`config.mk`:
```
export PLATFORM = sky130hd
export DESIGN_NAME = seq_mult
export DESIGN_NICKNAME = d
export VERILOG_FILES = /design/src/rtl/seq_mult_pkg.sv /design/src/rtl/seq_mult_dp.sv /design/src/rtl/seq_mult.sv
export SDC_FILE = /design/constraint.sdc
export NUM_CORES = 1
export LEC_CHECK = 0
export ABC_AREA = 1
export CORE_ASPECT_RATIO = 2
export CORE_MARGIN = 5
export CORE_UTILIZATION = 40
export DETAILED_ROUTE_END_ITERATION = 7
export PLACE_DENSITY_LB_ADDON = 0.08
export RECOVER_POWER = 25
export SYNTH_ARGS = -nofsm -noshare
export SYNTH_HDL_FRONTEND = slang
export SYNTH_SLANG_ARGS = --single-unit
```
`constraint.sdc`:
```
create_clock -name clk -period 2.75 [get_ports clk]
set_input_delay 0.825 -clock clk [delete_from_list [all_inputs] [get_ports clk]]
set_output_delay 0.825 -clock clk [all_outputs]
set_load 0.03 [all_outputs]
```
`src/rtl/seq_mult_pkg.sv`:
```
// Shared types and helpers for the seq_mult sequential multiplier.
// Contents: FSM state enum, default operand width, absolute-value helper.
package seq_mult_pkg;

  localparam int unsigned DEFAULT_WIDTH = 8;
  // Widest operand the abs helper supports; callers sign-extend into it.
  localparam int unsigned ABS_MAX_W     = 64;

  typedef enum logic [1:0] {
    IDLE = 2'd0,
    BUSY = 2'd1,
    DONE = 2'd2
  } state_e;

  // Two's complement magnitude of a sign-extended operand. Callers truncate
  // the result to their width; the most negative value maps to 2^(W-1).
  function automatic logic [ABS_MAX_W-1:0] abs_w(input logic [ABS_MAX_W-1:0] x);
    return x[ABS_MAX_W-1] ? (~x + ABS_MAX_W'(1)) : x;
  endfunction

endpackage

```
`src/rtl/seq_mult_dp.sv`:
```
// Shift-add datapath for seq_mult: accumulator, operand magnitudes, step
// counter and the final sign fix-up into the product register.
// Ports: load_i (capture operands), step_i (process one multiplier bit),
//   a_i/b_i/signed_mode_i operands, last_c (this step completes the
//   operation, combinational), product_o (registered result).
// Config: SEQ_MULT_EARLY_TERM_EN ends the operation once no multiplier
//   bits remain.
module seq_mult_dp
  import seq_mult_pkg::*;
#(
  parameter int unsigned WIDTH = DEFAULT_WIDTH
) (
  input  logic               clk,
  input  logic               rst_n,
  input  logic               load_i,
  input  logic               step_i,
  input  logic [WIDTH-1:0]   a_i,
  input  logic [WIDTH-1:0]   b_i,
  input  logic               signed_mode_i,
  output logic               last_c,
  output logic [2*WIDTH-1:0] product_o
);

  localparam int unsigned CNT_W = $clog2(WIDTH + 1);
  localparam int unsigned PW    = 2 * WIDTH;

  logic [PW-1:0]    acc_q, acc_d;
  logic [WIDTH-1:0] ma_q, ma_d;
  logic [WIDTH-1:0] mb_q, mb_d;
  logic [CNT_W-1:0] cnt_q, cnt_d;
  logic             neg_q, neg_d;
  logic [PW-1:0]    product_q, product_d;

  logic [WIDTH-1:0] a_mag, b_mag;
  logic [PW-1:0]    addend;
  logic [PW-1:0]    acc_sum;

  // Operand magnitudes for signed mode.
  assign a_mag = WIDTH'(abs_w(ABS_MAX_W'($signed(a_i))));
  assign b_mag = WIDTH'(abs_w(ABS_MAX_W'($signed(b_i))));

  // Partial product for the current step, including this step's add.
  assign addend  = mb_q[0] ? ({WIDTH'(0), ma_q} << cnt_q) : '0;
  assign acc_sum = acc_q + addend;

`ifdef SEQ_MULT_EARLY_TERM_EN
  assign last_c = (cnt_q == CNT_W'(WIDTH - 1)) || ((mb_q >> 1) == '0);
`else
  assign last_c = (cnt_q == CNT_W'(WIDTH - 1));
`endif

  // Next-state for load, step and final product capture.
  always_comb begin
    acc_d     = acc_q;
    ma_d      = ma_q;
    mb_d      = mb_q;
    cnt_d     = cnt_q;
    neg_d     = neg_q;
    product_d = product_q;
    if (load_i) begin
      acc_d = '0;
      cnt_d = '0;
      ma_d  = signed_mode_i ? a_mag : a_i;
      mb_d  = signed_mode_i ? b_mag : b_i;
      neg_d = signed_mode_i & (a_i[WIDTH-1] ^ b_i[WIDTH-1]);
    end else if (step_i) begin
      acc_d = acc_sum;
      mb_d  = mb_q >> 1;
      cnt_d = cnt_q + CNT_W'(1);
      if (last_c) begin
        product_d = neg_q ? (~acc_sum + PW'(1)) : acc_sum;
      end
    end
  end

  always_ff @(posedge clk or negedge rst_n) begin
    if (!rst_n) begin
      acc_q     <= '0;
      ma_q      <= '0;
      mb_q      <= '0;
      cnt_q     <= '0;
      neg_q     <= 1'b0;
      product_q <= '0;
    end else begin
      acc_q     <= acc_d;
      ma_q      <= ma_d;
      mb_q      <= mb_d;
      cnt_q     <= cnt_d;
      neg_q     <= neg_d;
      product_q <= product_d;
    end
  end

  assign product_o = product_q;

endmodule

```
`src/rtl/seq_mult.sv`:
```
// Sequential shift-add multiplier with valid/ready on input and output.
// One operation in flight; product held under unbounded backpressure.
// Ports: clk, rst_n (async active-low); in_valid/in_ready, a, b,
//   signed_mode (input side); out_valid/out_ready, product (output side);
//   busy (high while multiplier bits are being processed).
// Config: define SEQ_MULT_EARLY_TERM_EN for data-dependent latency.
module seq_mult
  import seq_mult_pkg::*;
#(
  parameter int unsigned WIDTH = DEFAULT_WIDTH
) (
  input  logic               clk,
  input  logic               rst_n,
  input  logic               in_valid,
  output logic               in_ready,
  input  logic [WIDTH-1:0]   a,
  input  logic [WIDTH-1:0]   b,
  input  logic               signed_mode,
  output logic               out_valid,
  input  logic               out_ready,
  output logic [2*WIDTH-1:0] product,
  output logic               busy
);

  state_e state_q, state_d;
  logic   load_c, step_c, last_c;
  logic   in_ready_q, out_valid_q, busy_q;

  seq_mult_dp #(.WIDTH(WIDTH)) u_dp (
    .clk           (clk),
    .rst_n         (rst_n),
    .load_i        (load_c),
    .step_i        (step_c),
    .a_i           (a),
    .b_i           (b),
    .signed_mode_i (signed_mode),
    .last_c        (last_c),
    .product_o     (product)
  );

  // Next-state and datapath controls.
  always_comb begin
    state_d = state_q;
    load_c  = 1'b0;
    step_c  = 1'b0;
    unique case (state_q)
      IDLE: begin
        if (in_valid) begin
          load_c  = 1'b1;
          state_d = BUSY;
        end
      end
      BUSY: begin
        step_c = 1'b1;
        if (last_c) state_d = DONE;
      end
      DONE: begin
        if (out_ready) state_d = IDLE;
      end
      default: state_d = IDLE;
    endcase
  end

  // State and registered status flags derived from the next state.
  always_ff @(posedge clk or negedge rst_n) begin
    if (!rst_n) begin
      state_q     <= IDLE;
      in_ready_q  <= 1'b1;
      out_valid_q <= 1'b0;
      busy_q      <= 1'b0;
    end else begin
      state_q     <= state_d;
      in_ready_q  <= (state_d == IDLE);
      out_valid_q <= (state_d == DONE);
      busy_q      <= (state_d == BUSY);
    end
  end

  assign in_ready  = in_ready_q;
  assign out_valid = out_valid_q;
  assign busy      = busy_q;

endmodule

```
# ---- Word level (Yosys, flattened, before mapping)
# Index checks and enable logic that the tools add are counted.
dict set report op_classes {
  reduce_logical 4
  n_shift 1
  eq_ne 5
  bitwise 6
  mux 19
  addsub 5
}
# op n
set ops {}
lappend ops {{$mux W16} 4}
lappend ops {{$mux W8} 6}
lappend ops {{$add A16 B1 Y16 const B} 1}
lappend ops {{$add A16 B16 Y16} 1}
lappend ops {{$add A8 B1 Y8 const B} 2}
lappend ops {{$not A16 Y16} 1}
lappend ops {{$not A8 Y8} 2}
lappend ops {{$shl A8 B4 Y16} 1}
lappend ops {{$mux W4} 2}
lappend ops {{$mux W2} 3}
lappend ops {{$pmux W2 S3} 1}
lappend ops {{$add A4 B1 Y4 const B} 1}
lappend ops {{$eq A2 B1 Y1 const B} 2}
lappend ops {{$eq A2 B2 Y1 const B} 2}
lappend ops {{$eq A4 B3 Y1 const B} 1}
lappend ops {{$logic_not A2 Y1} 2}
lappend ops {{$mux W1} 3}
lappend ops {{$reduce_and A3 Y1} 1}
lappend ops {{$reduce_bool A2 Y1} 1}
lappend ops {{$and A1 B1 Y1} 1}
lappend ops {{$not A1 Y1} 1}
lappend ops {{$xor A1 B1 Y1} 1}
dict set report totals {
  register_bits 58
  output_inout_bits 19
  elab_cells 50
  inputBits 21
}

# ---- Depth between registers and ports, before layout
dict set report logic_depth {
  depth_word 6
  ltp_mapped 24
  depth_no_buf 24
}

# ---- Hierarchy
# From an unflattened synthesis, not the netlist that was laid out.
dict set report hier_totals {
  cells_unflattened 647
  hier_area_um2 4332.9
}
# mod instances cells_per_inst area_each_um2
set by_module_without_submodules {}
lappend by_module_without_submodules {seq_mult_dp 1 628 4136.5}
lappend by_module_without_submodules {seq_mult 1 19 196.4}

# ---- Worst setup path after synthesis
# OpenSTA, ideal clock, no wires.
dict set report synth_timing {
  kind {reg-to-reg}
  start {reg u_dp.cnt_q[1]}
  end {reg u_dp.product_q[14] (netlist: u_dp.product_o[14])}
  path_stages_with_launch 23
  slack_ps -115
  n_path_buf 2
  arrival_ps 2748
  path_cell_list {dfrtp_1 buf_2 inv_1 buf_1 mux2i_1 nand2_1 o21ai_0 nor2_1 ha_1 nand2_2 clkinv_1 a21oi_1 nand2_1 nand2_1 nand2_1 nand2_1 nand2_2 nand2_1 nand2_1 nand3_1 nand2_1 nand3_1 nand2_1}
}
dict set report synth_via {
  elab_chain_len 6
  elab_cells_between_ends 8
  classes_between {2 x add/sub; 1 x eq/ne; 1 x shift; 2 x mux; 1 x bitwise; 1 x reduce/logical}
}
# item line
set synth_lines {}
lappend synth_lines {{start: declaration} seq_mult_dp.sv:30} ;# logic [CNT_W-1:0] cnt_q, cnt_d;
lappend synth_lines {{start signal: assignment} seq_mult_dp.sv:88} ;# cnt_q <= cnt_d;
lappend synth_lines {{$shl A8 B4 Y16} seq_mult_dp.sv:43} ;# assign addend = mb_q[0] ? ({WIDTH'(0), ma_q} << cnt_q) : '0;
lappend synth_lines {{$mux W16} seq_mult_dp.sv:43}
lappend synth_lines {{$add A16 B16 Y16} seq_mult_dp.sv:44} ;# assign acc_sum = acc_q + addend;
lappend synth_lines {{$not A16 Y16} seq_mult_dp.sv:71} ;# product_d = neg_q ? (~acc_sum + PW'(1)) : acc_sum;
lappend synth_lines {{$add A16 B1 Y16} seq_mult_dp.sv:71}
lappend synth_lines {{$mux W16} seq_mult_dp.sv:71}
lappend synth_lines {{end signal: assignment} seq_mult_dp.sv:90} ;# product_q <= product_d;
lappend synth_lines {{end: declaration} seq_mult_dp.sv:32} ;# logic [PW-1:0] product_q, product_d;
# Several ways; a longest one is shown, not always the timed one.
# A chain may end at the register's enable or synchronous reset.

# ---- Worst setup path in the final report
dict set report layout_timing {
  start {reg u_dp.cnt_q[0]}
  end {reg u_dp.product_q[15] (netlist: u_dp.product_o[15])}
}
# Same word-level chain as after synthesis.

==> metrics <==
die height=155 um; post-synth net total=633; Hold WC Path Type=reg -> reg; Clock Skew=0.0102 ns; vias in the first global route=4402; hpwl dp=10.4 mm; critical path's top delay family=simple AND/OR/NAND/NOR gates; Final Setup Violations=11; routed vias=4435; # port buffers=39; max_cap viols=0; pin count of the biggest net entering global routing=28; H-tree levels=3; max_slew headroom=20.7%; drt pass-1 iters=5; Cells after DPL=833; initial DRC count=171; CP Launch Type=register; final worst path period share=108%; critical setup path kind=reg -> reg; first-pass GRT wire length=21.1 mm; critical hold path startpoint=u_dp.product_o[14]; die area=12700 um^2; failing checks=negative setup slack; TritonCTS clock tree=done; Finished Layout Cells=874; Netlist Area Pre-Place=4180 um^2; Final WS setup=-0.227 ns; crit path from=u_dp.cnt_q[0]; worst-path cell chain=buf_6 -> buf_6 -> nor3_4 -> nand2_1 -> nor2_1 -> ha_2 -> fa_1 -> inv_2 -> nand2_2 -> a21oi_2 -> nand3_2 -> nor2_4 -> nand2_1 -> nor2_2 -> nand2_1 -> nor2_1 -> nand3_1 -> nand2_1 -> nand2_1 -> nand3_1 -> nand2_1; row cnt=52; sequential fraction of the synthesis area=34.7%; clock sink count=58; ys async rst share=100%; Achievable Freq=336 MHz; Synth top area share=34.1%; Boundary Pins=40; TritonCTS Buffers=9; Yosys reg bits=58; Yosys warnings=0; CP bufs+invs=3; Critical Path AT=3.21 ns; Max Transition Viols Final=0; Initial Utilization=40.9%; R2R Path Start=u_dp.cnt_q[0]; Cell Area, Placed=5330 um^2; RePlAce Congestion=0.890; drt total wl=13.5 mm; Netlist cell types=44; Crit-path slowest cell=dfrtp_2; initial antenna violation count=0; via/cell ratio=5.07; unrepaired setup endpoints after global routing=true; # DRC=0; dominant cell type by area after synthesis=dfrtp_1; Peak VDD IR=0.000605 V; Worst-Skew Late Latency=0.34 ns; Syn-to-layout area delta=49.6%; total grt overflow=0; Final Util=61.2%; Post-synth EDFFs=0; Req. time, crit path=2.98 ns; Main synth FF type=dfrtp_1; Post-DRT Antenna Nets=0; diode count=0; fillers=964; count leader, synth=nand2_1; status=finished, violations left; largest cells by area after synthesis=dfrtp_1, nand2_1, o21ai_0; Setup crit end kind=register; area of the multi-input gates=2810 um^2; CTS max path bufs=2; most frequent CP cell=nand2_1; Cells after Synth=592; clk root buf=clkbuf_16; min cycle time layout=2.98 ns; Syn Area/Cell=7.06 um^2; WL/cell=15.5 um; DIE WIDTH=82.3 um; Final nets=775; slowest cell delay on critical path=0.44 ns; final hold vios=0; crit path max fanout=7; all-layer global routing usage=22.1%; share of cells above drive strength 1=33.2%; FF+latch area=1450 um^2; power density over cell area=1600 nW/um^2; register clock-pin slew on the reported worst setup and hold paths=0.06 ns; Commonest cells post-synth=nand2_1, inv_1, o21ai_0, dfrtp_1, nor2_1; Worst Max-Slew Pin Slew=1.19 ns; LEAKAGE=2.98 nW; Core Footprint=10200 um^2; Final Instance Area=6250 um^2
[state kept, by name (all words and copies together) (netlist names)]
register and count:
u_dp.cnt_q 4, state_q 2, busy 1, u_dp.acc_q 16, u_dp.ma_q 8, in_ready 1
u_dp.mb_q 8, u_dp.neg_q 1, u_dp.product_o 16, out_valid 1
[power by group]
part	switching (W)	total, W	internal [W]
registers	0.000282	0.00153	0.00125
logic	0.00385	0.00723	0.00339
clock network	0.000435	0.00123	0.000790
total	0.00456	0.00998	0.00542
[area by class of cell]
cell class | instances | area share, %
multi-input combinational | 446 | 44.9
clock buffer | 9 | 3.60
inverter | 72 | 4.42
sequential | 58 | 23.2
clock inverter | 7 | 1.50
timing repair buffer | 147 | 19.6
tap | 135 | 2.70
[path summary, 6_finish.rpt]
check                                          end  slack [ns]  cells past startpoint
min in group asynchronous        u_dp.product_o[2]        0.71                      1
max in group asynchronous        u_dp.product_o[8]        0.44                      2
worst max register to register  u_dp.product_o[15]       -0.23                     21
worst max-delay path            u_dp.product_o[15]       -0.23                     21
worst min-delay path            u_dp.product_o[14]        0.48                      2
worst min register to register  u_dp.product_o[14]        0.48                      2
[metrics by stage]
| step | setup TNS [ns] | hold WS [ns] | setup slack [ns] | total power [W] |
|---|---|---|---|---|
| floorplan | 0 | 0.448 | 0.00112 | 0.00481 |
| global placement | -3.28 | 0.464 | -0.515 | 0.00726 |
| detailed placement | -3.62 | 0.468 | -0.504 | 0.00734 |
| CTS | -1.31 | 0.481 | -0.195 | 0.00928 |
| global route | -4.42 | 0.491 | -0.440 | 0.0107 |
| finish | -1.54 | 0.477 | -0.227 | 0.00998 |
[kinds of logic after synthesis]
logic type | Yosys count | synth area share, %
XOR/XNOR | 19 | 3.98
buffers and inverters | 88 | 8.14
AND/OR/NAND/NOR | 296 | 31.9
flip-flops | 58 | 34.7
multiplexers | 2 | 0.479
AO/OA/AOI/OAI | 109 | 14.6
adder cells (fa/ha/maj) | 20 | 6.16
[cell usage in the layout (no fill, tap or decap), types with 8 or more instances in the layout]
master / instances
inv_2: 9
a21oi_1: 9
o21ai_1: 13
clkdlybuf4s50_1: 38
ha_1: 11
clkbuf_16: 9
nand3_2: 8
nand2_1: 140
o21ai_2: 8
nor2_1: 31
nor2_2: 9
o21ai_0: 46
buf_4: 100
dfrtp_1: 56
nand3_1: 25
inv_1: 61
xor2_1: 9
nand2_2: 46
[worst reg2reg max path: cells and delay by family, from the launching register on]
kind | cells | cell delay, ns
buffers and inverters | 3 | 0.38
AO/OA/AOI/OAI | 1 | 0.14
flip-flops | 1 | 0.44
adder cells (fa/ha/maj) | 2 | 0.64
AND/OR/NAND/NOR | 15 | 1.25
[per-layer routing]
| layer | global-route usage [%] | share of wire [%] | up-vias |
|---|---|---|---|
| li1 | - | - | 2223 |
| met1 | 19.6 | 34 | 2095 |
| met2 | 44.4 | 58 | 85 |
| met3 | 3.61 | 3.0 | 32 |
| met4 | 10.5 | 4.6 | 0 |
| met5 | 0 | 0 | - |
[timing repair]
action	CTS	global route
gates resized for setup	65	57
hold buffers	0	0
setup endpoints to repair	16	21
setup buffers	13	14
pin swaps	22	28
Note: power is estimated with default switching activity, not from simulation.
